$ cat config.mk
export PLATFORM = sky130hd
export DESIGN_NAME = writeback_rr_arbiter_flat
export DESIGN_NICKNAME = d
export VERILOG_FILES = /design/src/rtl/writeback_rr_arbiter_pkg.sv /design/src/rtl/writeback_rr_arbiter_if.sv /design/src/rtl/writeback_rr_arbiter_rr_arbiter.sv /design/src/rtl/writeback_rr_arbiter.sv /design/src/flat_wrapper.sv
export SDC_FILE = /design/constraint.sdc
export NUM_CORES = 1
export LEC_CHECK = 0
export ABC_AREA = 1
export BUFFER_PORTS_ARGS = -buffer_cell sky130_fd_sc_hd__buf_2
export CORE_AREA = 4 4 138 140
export CTS_BUF_LIST = sky130_fd_sc_hd__clkbuf_8
export CTS_CLUSTER_SIZE = 8
export DETAILED_ROUTE_END_ITERATION = 6
export DIE_AREA = 0 0 142 144
export SKIP_CTS_REPAIR_TIMING = 1
export SLEW_MARGIN = 40
export SYNTH_ARGS = -nofsm -noshare
export SYNTH_HDL_FRONTEND = slang
export SYNTH_HIERARCHICAL = 1
export SYNTH_SLANG_ARGS = --single-unit
$ cat constraint.sdc
create_clock -name clk -period 7.3 [get_ports clk]
set_input_delay 0.365 -clock clk [delete_from_list [all_inputs] [get_ports clk]]
set_output_delay 0.365 -clock clk [all_outputs]
set_load 0.01 [all_outputs]
$ cat src/rtl/writeback_rr_arbiter_pkg.sv
// writeback_rr_arbiter_pkg
//   Shared types and widths for the execute-to-writeback arbiter.
//   w_msg_t : {pc, seq_num, waddr, wdata, wen, preg, ppreg}, one execute-unit writeback message.
//   sat_inc16 : saturating 16-bit increment used by the optional stall counters.
package writeback_rr_arbiter_pkg;

  localparam int unsigned P_NUM_PIPES      = 3;
  localparam int unsigned P_SEQ_NUM_BITS   = 5;
  localparam int unsigned P_PHYS_ADDR_BITS = 6;
  localparam int unsigned P_STALL_CNT_BITS = 16;

  typedef struct packed {
    logic [31:0]                 pc;
    logic [P_SEQ_NUM_BITS-1:0]   seq_num;
    logic [4:0]                  waddr;
    logic [31:0]                 wdata;
    logic                        wen;
    logic [P_PHYS_ADDR_BITS-1:0] preg;
    logic [P_PHYS_ADDR_BITS-1:0] ppreg;
  } w_msg_t;

  function automatic logic [P_STALL_CNT_BITS-1:0] sat_inc16(
    input logic [P_STALL_CNT_BITS-1:0] v
  );
    return (v == '1) ? v : v + 1'b1;
  endfunction

endpackage

$ cat src/rtl/writeback_rr_arbiter_if.sv
// writeback_rr_arbiter_if
//   Bundles the N execute-side valid/ready/message channels and the single writeback channel.
//   x_val/x_msg : per-input request and message (driven by execute units)
//   x_rdy       : per-input grant (driven by the arbiter)
//   w_val/w_msg : writeback message out (driven by the arbiter)
//   w_rdy       : writeback ready (driven by writeback/commit)
//   modport master : the environment (execute units + writeback sink)
//   modport slave  : the arbiter
interface writeback_rr_arbiter_if
  import writeback_rr_arbiter_pkg::*;
#(
  parameter int unsigned p_num_pipes = P_NUM_PIPES
) ();

  logic   [p_num_pipes-1:0] x_val;
  logic   [p_num_pipes-1:0] x_rdy;
  w_msg_t [p_num_pipes-1:0] x_msg;
  logic                     w_val;
  logic                     w_rdy;
  w_msg_t                   w_msg;

  modport master (
    output x_val, x_msg, w_rdy,
    input  x_rdy, w_val, w_msg
  );

  modport slave (
    input  x_val, x_msg, w_rdy,
    output x_rdy, w_val, w_msg
  );

endinterface

$ cat src/rtl/writeback_rr_arbiter_rr_arbiter.sv
// writeback_rr_arbiter_rr_arbiter
//   Round-robin arbiter with a registered priority pointer.
//   clk, rst : clock, synchronous active-high reset (pointer -> 0)
//   i_req    : per-requester request
//   i_en     : grant enable; when low no grant is issued and the pointer holds
//   o_gnt    : one-hot grant (all zero when !i_en or no request)
//   The pointer moves to just past the winner only when a grant is actually issued.
module writeback_rr_arbiter_rr_arbiter #(
  parameter int unsigned p_width = 3
) (
  input  logic               clk,
  input  logic               rst,
  input  logic [p_width-1:0] i_req,
  input  logic               i_en,
  output logic [p_width-1:0] o_gnt
);

  localparam int unsigned PtrW = (p_width > 1) ? $clog2(p_width) : 1;

  logic [PtrW-1:0] r_ptr;
  logic [PtrW-1:0] w_win;
  logic [PtrW-1:0] w_ptr_next;
  logic            w_any;

  // Scan ptr, ptr+1, ... modulo p_width; first requester found wins.
  always_comb begin
    w_win = '0;
    w_any = 1'b0;
    for (int unsigned k = 0; k < p_width; k++) begin
      if (!w_any && i_req[PtrW'((k + 32'(r_ptr)) % p_width)]) begin
        w_win = PtrW'((k + 32'(r_ptr)) % p_width);
        w_any = 1'b1;
      end
    end
  end

  always_comb begin
    o_gnt = '0;
    if (i_en && w_any) begin
      o_gnt[w_win] = 1'b1;
    end
  end

  assign w_ptr_next = (w_win == PtrW'(p_width - 1)) ? '0 : w_win + 1'b1;

  always_ff @(posedge clk) begin
    if (rst) begin
      r_ptr <= '0;
    end else if (i_en && w_any) begin
      r_ptr <= w_ptr_next;
    end
  end

endmodule

$ cat src/rtl/writeback_rr_arbiter.sv
// writeback_rr_arbiter
//   Merges p_num_pipes execute-unit outputs onto one writeback port through a
//   round-robin arbiter and a single output slot register (1-cycle latency,
//   1 msg/cycle while w_rdy is high).
//   clk, rst    : clock, synchronous active-high reset (slot dropped, pointer/counters cleared)
//   io_bus      : writeback_rr_arbiter_if.slave (x_val/x_rdy/x_msg in, w_val/w_rdy/w_msg out)
//   o_stall_cnt : per-input saturating stall-cycle counters, present only when
//                 X_W_ARB_STALL_CNT_EN is defined
//   Messages are forwarded unmodified, including wen=0 messages.
module writeback_rr_arbiter
  import writeback_rr_arbiter_pkg::*;
#(
  parameter int unsigned p_num_pipes = P_NUM_PIPES
) (
  input  logic clk,
  input  logic rst,
  writeback_rr_arbiter_if.slave io_bus
`ifdef X_W_ARB_STALL_CNT_EN
  ,
  output logic [p_num_pipes-1:0][P_STALL_CNT_BITS-1:0] o_stall_cnt
`endif
);

  logic                   r_val;
  w_msg_t                 r_msg;
  logic                   w_slot_free;
  logic [p_num_pipes-1:0] w_gnt;
  w_msg_t                 w_sel_msg;

  // The slot can take a new message if empty or if it drains this cycle.
  assign w_slot_free = !r_val || io_bus.w_rdy;

  writeback_rr_arbiter_rr_arbiter #(
    .p_width (p_num_pipes)
  ) u_rr (
    .clk   (clk),
    .rst   (rst),
    .i_req (io_bus.x_val),
    .i_en  (w_slot_free),
    .o_gnt (w_gnt)
  );

  // AND-OR mux; w_gnt is one-hot or zero.
  always_comb begin
    w_sel_msg = '0;
    for (int unsigned i = 0; i < p_num_pipes; i++) begin
      if (w_gnt[i]) begin
        w_sel_msg = w_msg_t'(w_sel_msg | io_bus.x_msg[i]);
      end
    end
  end

  always_ff @(posedge clk) begin
    if (rst) begin
      r_val <= 1'b0;
    end else if (w_slot_free) begin
      r_val <= |w_gnt;
    end
  end

  // Payload needs no reset; it is only observed while r_val is set.
  always_ff @(posedge clk) begin
    if (|w_gnt) begin
      r_msg <= w_sel_msg;
    end
  end

  assign io_bus.x_rdy = w_gnt;
  assign io_bus.w_val = r_val;
  assign io_bus.w_msg = r_msg;

`ifdef X_W_ARB_STALL_CNT_EN
  logic [p_num_pipes-1:0][P_STALL_CNT_BITS-1:0] r_stall_cnt;

  always_ff @(posedge clk) begin
    if (rst) begin
      r_stall_cnt <= '0;
    end else begin
      for (int unsigned i = 0; i < p_num_pipes; i++) begin
        if (io_bus.x_val[i] && !w_gnt[i]) begin
          r_stall_cnt[i] <= sat_inc16(r_stall_cnt[i]);
        end
      end
    end
  end

  assign o_stall_cnt = r_stall_cnt;
`endif

`ifndef SYNTHESIS
  function automatic string linetrace();
    return $sformatf("%b/%b -> %b:%h", io_bus.x_val, io_bus.x_rdy, r_val, r_msg.seq_num);
  endfunction
`endif

endmodule
$ cat src/flat_wrapper.sv
// flat-port wrapper written by rule: the top's interface ports become plain ports
module writeback_rr_arbiter_flat import writeback_rr_arbiter_pkg::*;
#(
  parameter int unsigned p_num_pipes = P_NUM_PIPES
)
  (clk, rst, io_bus_x_val, io_bus_x_msg, io_bus_w_rdy, io_bus_x_rdy, io_bus_w_val, io_bus_w_msg);
  writeback_rr_arbiter_if #(.p_num_pipes(p_num_pipes)) io_bus_i ();
  input  logic clk;
  input  logic rst;
  input wire logic [$bits(io_bus_i.x_val)-1:0] io_bus_x_val;
  input wire logic [$bits(io_bus_i.x_msg)-1:0] io_bus_x_msg;
  input wire logic [$bits(io_bus_i.w_rdy)-1:0] io_bus_w_rdy;
  output wire logic [$bits(io_bus_i.x_rdy)-1:0] io_bus_x_rdy;
  output wire logic [$bits(io_bus_i.w_val)-1:0] io_bus_w_val;
  output wire logic [$bits(io_bus_i.w_msg)-1:0] io_bus_w_msg;
  assign io_bus_i.x_val = io_bus_x_val;
  assign io_bus_i.x_msg = io_bus_x_msg;
  assign io_bus_i.w_rdy = io_bus_w_rdy;
  assign io_bus_x_rdy = io_bus_i.x_rdy;
  assign io_bus_w_val = io_bus_i.w_val;
  assign io_bus_w_msg = io_bus_i.w_msg;
  writeback_rr_arbiter #(.p_num_pipes(p_num_pipes)) u_core (.clk(clk), .rst(rst), .io_bus(io_bus_i));
endmodule
==> summary.txt, run 1 <==
Layout
  – N_diodes: 0
  – Fill count: 1859
  – Register Area: 2670 µm²
  – Layout cells sized above 1: 0.438
  – Syn-to-layout area delta: 44.6%
  – Nets: 1149
  – Finished Layout Cells: 1112
  – Fin util: 0.378
  – Multi-input gate area: 1720 µm²

Worst setup path
  – Critical Path Max Stage Delay: 550 ps
  – Worst path top cell family by delay: simple AND/OR/NAND/NOR gates
  – CP endpoint kind: flip-flop
  – Arrival @ worst endpoint: 3380 ps
  – Crit path kind: flip-flop to flip-flop
  – FF-to-FF path depth: 12
  – Buf/Inv on CP: 4
  – CP max-delay cell: nand2_8
  – CP startpoint kind: flip-flop
  – Critical Path RT: 7290 ps
  – Worst R2R End: u_core/io_bus.w_msg[8]$_DFFE_PP_
  – Flop-to-flop setup slack: 3910 ps
  – R2R Path Start: u_core/u_rr/r_ptr[0]$_SDFFE_PP0P_
  – Critical-path cell list: inv_1 > ha_1 > nor2_1 > a21oi_4 > nand2_1 > nor2_2 > nor2_2 > clkinv_1 > nor2_4 > buf_6 > inv_1 > nand2_8
  – Critical path fanouts, max: 89

Timing
  – Post-layout minimum cycle time: 3390 ps
  – Clock skew: 11.6 ps
  – Final worst setup slack: 3910 ps
  – Max-slew violation count: 0
  – Actual slew at the worst max-slew pin: 683 ps
  – RSZ-0062 raised after global routing: false
  – Final Cycle Share: 0.465
  – Setup TNS: 0 ps
  – Max Fclk: 0.295 GHz
  – Slew headroom: 0.544
  – Final setup vio count: 0
  – Final Hold Viols: 0

Detailed routing
  – Routed Antenna Nets: 0
  – # DRC: 0
  – Drt total wl: 16100 µm
  – Routed vias/inst: 4.32
  – Vias post-DR: 4803
  – First-pass DRT Iterations: 6
  – Avg WL per Cell: 14.5 µm
  – Initial DRC Count: 257

Synthesis
  – Mapped Area: 4660 µm²
  – #FFs+latches synth: 90
  – Synth Area per Inst: 8.68 µm²
  – Sequential area share after synthesis: 0.574
  – Synth Instances: 537
  – YS warnings: 6
  – Net Count, Synth: 808
  – Netlist cell types: 20

Hold path
  – Hold Startpoint: rst
  – Worst Hold Path EP: u_core/u_rr/r_ptr[0]$_SDFFE_PP0P_
  – Worst Hold Class: primary input to flip-flop
  – Hold Path Stages: 2

Pwr
  – Power Dens Cells: 598 nW/µm²
  – Psw: 1.96 mW
  – Net Sw Frac: 0.486
  – Comb pwr share: 0.592
  – Clock power share: 0.075
  – Leakage: 3.40 nW
  – Maximum VDD drop: 0.954 mV
  – Pint: 2.07 mW
  – Flop pwr share: 0.334

Floorplanning
  – Core Region: 17800 µm²
  – DIE WIDTH: 142 µm
  – Starting density of the core: 0.261
  – Die H: 144 µm
  – Io pins: 358
  – DIE AREA: 20400 µm²
  – # rows: 49

Global routing
  – Total track usage: 0.145
  – Met1 track demand over resource: 0.175
  – Met3 usage: 0.0331
  – Vias in the first global route: 4461
  – GRT met2 Usage: 0.245
  – First-pass GRT wire length: 23100 µm
  – Number of antenna violations at the first check in global routing: 0
  – GRT overflow: 0
  – Pin count of the biggest net entering global routing: 90
  – Gr busiest metal: met2

Clock tree
  – TritonCTS sink count: 90
  – Max clock buf depth: 2
  – TritonCTS Buffers: 9
  – Clk pin slew, worst setup/hold paths: 90 ps
  – CTS tree: yes
  – Root Driver: clkbuf_8
  – Max H-tree Level: 3
  – Clk_lat worst skew: 360 ps

Place
  – GPL Wtd Cong: 0.875
  – Port-buffer cells: 357
  – Dpl hpwl: 12300 µm
  – Setup WS pre-CTS: 3930 ps
  – Placed Instances: 1096

Run status
  – Outcome: completed

Job
  – Max Cap Viol: 0
## worst reg2reg max path, delay by kind of cell, from the launching register on
family	cells	cell delay [ps]
buf+inv	4	1020
flops	1	380
simple gates	6	1150
compound gates	1	60
fa+ha+maj	1	360
## area by class of cell
class / instances / share of cell area
Clock buffer: 9 / 0.0184
Clock inverter: 7 / 0.00669
Inverter: 18 / 0.0100
Multi-Input combinational cell: 399 / 0.256
Sequential cell: 90 / 0.397
Tap cell: 229 / 0.0425
Timing Repair Buffer: 360 / 0.270
## logic make-up after synthesis
kind of cell / synth area share
fa+ha+maj: 0.0107
buf+inv: 0.0620
compound gates: 0.00832
flops: 0.574
simple gates: 0.345
## metrics by stage
| step | area [µm²] | hold WS (ps) | power [mW] |
|---|---|---|---|
| floorplan | 4660 | 427 | 3.03 |
| global placement | 6550 | 519 | 3.76 |
| detailed placement | 6570 | 517 | 3.78 |
| CTS | 6740 | 167 | 4.10 |
| global route | 6740 | 171 | 4.37 |
| finish | 6740 | 205 | 4.03 |
## power groups by stage
stage / Combinational [mW] / Clock [mW] / Sequential, mW
floorplan: 1.50 / 0 / 1.52
global placement: 2.39 / 0 / 1.37
CTS: 2.43 / 0.319 / 1.35
global route: 2.66 / 0.341 / 1.38
finish: 2.38 / 0.302 / 1.35
detailed placement: 2.42 / 0 / 1.36
## routing by layer
layer  vias up  share of wire
met3        32          0.076
met4         0          0.030
met1      2120           0.40
met2       206           0.50
li1       2445              -
met5         -              0
## registers in the layout (all words and copies together) (netlist names)
register,count
u_core/io_bus.w_msg,87
u_core/u_rr/r_ptr,2
u_core/io_bus.w_val,1
## placed cells by master (no fill, tap or decap)
cell type and count:
a21oi_2 2, a21oi_4 1, buf_2 357, buf_6 3, clkbuf_8 9, clkinv_1 2, clkinv_2 1, clkinv_4 1
clkinvlp_4 2, dfxtp_1 3, edfxtp_1 87, ha_1 4, inv_1 15, inv_2 3, inv_6 1, nand2_1 285
nand2_2 2, nand2_8 1, nand3_1 95, nand4_1 2, nor2_1 2, nor2_2 2, nor2_4 2, o21ai_0 1
## how the worst max path moves through the flow
stage	from	endpoint	cells past startpoint
after floorplan	u_core/u_rr/r_ptr[0]$_SDFFE_PP0P_	u_core/io_bus.w_msg[0]$_DFFE_PP_	13
after global placement	u_core/u_rr/r_ptr[0]$_SDFFE_PP0P_	u_core/io_bus.w_msg[11]$_DFFE_PP_	12
after detailed placement	u_core/u_rr/r_ptr[0]$_SDFFE_PP0P_	u_core/io_bus.w_msg[38]$_DFFE_PP_	12
after CTS	u_core/u_rr/r_ptr[0]$_SDFFE_PP0P_	u_core/io_bus.w_msg[8]$_DFFE_PP_	12
after global routing	u_core/u_rr/r_ptr[0]$_SDFFE_PP0P_	u_core/io_bus.w_msg[8]$_DFFE_PP_	12
final	u_core/u_rr/r_ptr[0]$_SDFFE_PP0P_	u_core/io_bus.w_msg[8]$_DFFE_PP_	12
## synthesized netlist by cell type
cell type,n,area (µm²)
a21oi_4,1,16.3
inv_2,1,3.75
nand2_1,286,1070
nor2_2,2,12.5
nor2_4,1,11.3
ha_1,4,50.1
edfxtp_1,87,2610
nand4_1,2,12.5
inv_1,16,60.1
buf_2,18,90.1
nand3_1,95,475
dfxtp_1,3,60.1
clkinv_1,1,3.75
buf_4,2,15.0
buf_6,9,101
a21oi_2,2,17.5
nor2_1,3,11.3
o21ai_0,1,5.00
nand2_2,2,12.5
buf_8,1,15.0
No activity file was read; power rests on OpenSTA's default activity.
==> inputs of run 2 (changes only) <==
ABC_AREA = 0   (was 1)
clock period = 3.2 ns   (was 7.3 ns; I/O delays follow)
==> run 2 against run 1 <==
Against the previous run: the flow now finishes with violations (design-rule violations); critical path depth shrank 3; design area down 1.5%; flip-flop and latch count stayed put; highest routed layer unchanged; hold slack worse by 160 ps; sequential share of layout area grew 0.68 points; global-route usage down 0.33 points; first-iteration DRC count grew 130%; count of clock-buffer cells in the layout unchanged; largest cell class unchanged; critical endpoint is now io_bus_x_rdy[1]; combinational power increased by 47%; setup slack got worse by 3400 ps; utilization fell by 0.58 points; power up 70%.
==> summary.txt, run 2 <==
Worst setup path
  – Most used cell, CP: o21ai_2
  – CP startpoint kind: flip-flop (unchanged)
  – FF-to-FF path depth: 10 (was 12)
  – CP endpoint kind: output port (was flip-flop)
  – Critical path fanouts, max: 41 (was 89)
  – R2R Path Start: u_core/u_rr/r_ptr[1]$_SDFFE_PP0P_ (was u_core/u_rr/r_ptr[0]$_SDFFE_PP0P_)
  – Arrival @ worst endpoint: 2570 ps (was 3380 ps)
  – Critical Path Max Stage Delay: 440 ps (was 550 ps)
  – Crit path kind: flip-flop to output port (was flip-flop to flip-flop)
  – Critical Path Source: u_core/u_rr/r_ptr[1]$_SDFFE_PP0P_ (was u_core/u_rr/r_ptr[0]$_SDFFE_PP0P_)
  – CP max-delay cell: dfxtp_1 (was nand2_8)
  – CP Capture Point: io_bus_x_rdy[1] (was u_core/io_bus.w_msg[8]$_DFFE_PP_)
  – Flop-to-flop setup slack: 530 ps (was 3910 ps)
  – Critical-path cell list: inv_1 > ha_4 > and2b_4 > o21ai_2 > a22oi_2 > o21ai_2 > nor2_4 > buf_4 > buf_2 (was inv_1 > ha_1 > nor2_1 > a21oi_4 > nand2_1 > nor2_2 > nor2_2 > clkinv_1 > nor2_4 > buf_6 > inv_1 > nand2_8)
  – Worst R2R End: u_core/io_bus.w_msg[51]$_DFFE_PP_ (was u_core/io_bus.w_msg[8]$_DFFE_PP_)
  – Critical Path RT: 3040 ps (was 7290 ps)

Layout
  – Commonest non-fill, non-tap cell in the layout: buf_2 (unchanged)
  – Finished Layout Cells: 923 (was 1112)
  – N_diodes: 0 (unchanged)
  – Max reg flops: 87 (unchanged)
  – Layout cells sized above 1: 0.575 (was 0.438)
  – Fill count: 1776 (was 1859)
  – Most frequent cells in the layout: buf_2, inv_1, a222oi_1, edfxtp_1, clkbuf_8 (was buf_2, nand2_1, nand3_1)
  – Fin util: 0.372 (was 0.378)
  – Syn-to-layout area delta: 50.6% (was 44.6%)
  – Nets: 961 (was 1149)

Timing
  – Fin Hold WS: 40.2 ps (was 205 ps)
  – Actual slew at the worst max-slew pin: 658 ps (was 683 ps)
  – RSZ-0062 raised after global routing: false (unchanged)
  – Final worst setup slack: 466 ps (was 3910 ps)
  – Final Cycle Share: 0.854
  – Final setup vio count: 0 (unchanged)
  – Post-layout minimum cycle time: 2730 ps
  – Max Fclk: 0.366 GHz
  – Final Hold Viols: 0 (unchanged)
  – Slew headroom: 0.561 (was 0.544)
  – Clock skew: 9.23 ps (was 11.6 ps)
  – Max-slew violation count: 0 (unchanged)

Clock tree
  – Clk_lat worst skew: 360 ps (about the same)
  – Clk pin slew, worst setup/hold paths: 80 ps (was 90 ps)
  – Max clock buf depth: 2 (unchanged)
  – TritonCTS sink count: 90 (unchanged)
  – Root Driver: clkbuf_8 (unchanged)
  – Max H-tree Level: 3 (unchanged)
  – TritonCTS Buffers: 9 (unchanged)
  – CTS tree: yes (unchanged)

Synthesis
  – Dominant cell type by area after synthesis: edfxtp_1 (unchanged)
  – EDFF count, synth: 87 (unchanged)
  – Synth Instances: 344 (was 537)
  – Asr flop ratio synth: 0 (unchanged)
  – Sequential area share after synthesis: 0.607 (was 0.574)
  – Most common library cells after synthesis: inv_1, a222oi_1, edfxtp_1 (was nand2_1, nand3_1, edfxtp_1)
  – Main synth FF type: edfxtp_1 (unchanged)
  – Net Count, Synth: 615 (was 808)
  – Area contributors post-synth: edfxtp_1, a222oi_1, inv_1 (was edfxtp_1, nand2_1, nand3_1)
  – #FFs+latches synth: 90 (unchanged)
  – Netlist cell types: 30 (was 20)
  – Count leader, synth: inv_1 (was nand2_1)
  – YS warnings: 6 (unchanged)
  – Synth Area per Inst: 12.8 µm² (was 8.68 µm²)
  – Mapped Area: 4410 µm² (was 4660 µm²)
  – Yosys top cell area share: 0.593 (was 0.561)

Floorplanning
  – Io pins: 358 (unchanged)
  – DIE AREA: 20400 µm² (unchanged)
  – # rows: 49 (unchanged)
  – Starting density of the core: 0.247 (was 0.261)
  – DIE WIDTH: 142 µm (unchanged)
  – Die H: 144 µm (unchanged)
  – Core Region: 17800 µm² (unchanged)

Hold path
  – Worst Hold Class: primary input to flip-flop (unchanged)

Detailed routing
  – First-pass DRT Iterations: 7 (was 6)
  – Initial DRC Count: 598 (was 257)
  – Vias post-DR: 4492 (was 4803)
  – Drt total wl: 16100 µm (about the same)
  – Routed vias/inst: 4.87 (was 4.32)
  – # DRC: 20 (was 0)
  – Routed Antenna Nets: 0 (unchanged)
  – Avg WL per Cell: 17.4 µm (was 14.5 µm)

Job
  – Max Cap Viol: 0 (unchanged)

Place
  – Dpl hpwl: 12500 µm (was 12300 µm)
  – Placed Instances: 908 (was 1096)
  – Port-buffer cells: 357 (unchanged)
  – GPL Wtd Cong: 0.765 (was 0.875)
  – Setup WS pre-CTS: 546 ps (was 3930 ps)

Run status
  – Failing checks: design-rule violations
  – Outcome: finished, violations left (was completed)

Pwr
  – Power Dens Cells: 1030 nW/µm² (was 598 nW/µm²)
  – Comb pwr share: 0.509 (was 0.592)
  – Net Sw Frac: 0.415 (was 0.486)
  – Psw: 2.85 mW (was 1.96 mW)
  – Maximum VDD drop: 1.20 mV (was 0.954 mV)
  – Clock power share: 0.114 (was 0.075)
  – Pint: 4.01 mW (was 2.07 mW)
  – Flop pwr share: 0.377 (was 0.334)
  – Leakage: 3.48 nW (was 3.40 nW)

Global routing
  – Vias in the first global route: 4116 (was 4461)
  – Number of antenna violations at the first check in global routing: 0 (unchanged)
  – Pin count of the biggest net entering global routing: 50 (was 90)
  – Total track usage: 0.141 (was 0.145)
  – GRT met2 Usage: 0.244 (was 0.245)
  – First-pass GRT wire length: 22300 µm (was 23100 µm)
  – Met1 track demand over resource: 0.174 (was 0.175)
  – GRT overflow: 0 (unchanged)
  – Met3 usage: 0.0281 (was 0.0331)
  – Gr busiest metal: met2 (unchanged)
-- run 2: through the flow --
| stage | instance area [µm²] | power (mW) | TNS (ps) |
|---|---|---|---|
| final | 6630 | 6.85 | 0 |
| after global routing | 6630 | 7.33 | 0 |
| after CTS | 6630 | 6.96 | 0 |
| after detailed placement | 6440 | 6.16 | 0 |
| after global placement | 6440 | 6.09 | 0 |
| after floorplan | 4470 | 4.84 | -28260 |
-- run 2: worst min-delay path by stage --
stage | startpoint | endpoint | slack, ps | cells after the start
after floorplan | rst | u_core/io_bus.w_val$_SDFFE_PP0P_ | 230 | 1
after global placement | rst | u_core/io_bus.w_val$_SDFFE_PP0P_ | 410 | 2
after detailed placement | rst | u_core/io_bus.w_val$_SDFFE_PP0P_ | 410 | 2
after CTS | rst | u_core/io_bus.w_val$_SDFFE_PP0P_ | 7 | 2
after global routing | rst | u_core/io_bus.w_val$_SDFFE_PP0P_ | 40 | 2
final | rst | u_core/io_bus.w_val$_SDFFE_PP0P_ | 40 | 2
-- run 2: power by group through the flow --
stage	clock, mW	sequential [mW]	combinational, mW
2_1_floorplan	0	2.94	1.90
3_3_place_gp	0	2.60	3.50
3_5_place_dp	0	2.62	3.54
4_1_cts	0.825	2.59	3.55
5_1_grt	0.871	2.64	3.82
6_report	0.781	2.58	3.49
-- run 2: layout make-up --
type                            count  area, µm²  share of cell area
Clock inverter                      6       67.6              0.0102
Multi-Input combinational cell    131       1280               0.193
Inverter                           93        355              0.0536
Timing Repair Buffer              365       1850               0.278
Clock buffer                        9        124              0.0187
Sequential cell                    90       2680               0.403
Tap cell                          229        287              0.0432
-- run 2: per-layer routing --
metal	wire [µm]	vias up
met5	0	-
met4	351	0
met3	1600	25
met2	8130	279
met1	6010	2106
li1	-	2082
-- run 2: cell families after synthesis --
group	after synthesis	synth area share
buffers and inverters	123	0.120
AND/OR/NAND/NOR	20	0.0247
AO/OA/AOI/OAI	104	0.231
adder cells (fa/ha/maj)	4	0.0114
multiplexers	3	0.00682
flip-flops	90	0.607
-- run 2: critical path: cells and delay by family (launching register included) --
family | cells | cell delay, ps
AO/OA/AOI/OAI | 3 | 390
adder cells (fa/ha/maj) | 1 | 190
buffers and inverters | 3 | 720
flip-flops | 1 | 440
AND/OR/NAND/NOR | 2 | 440
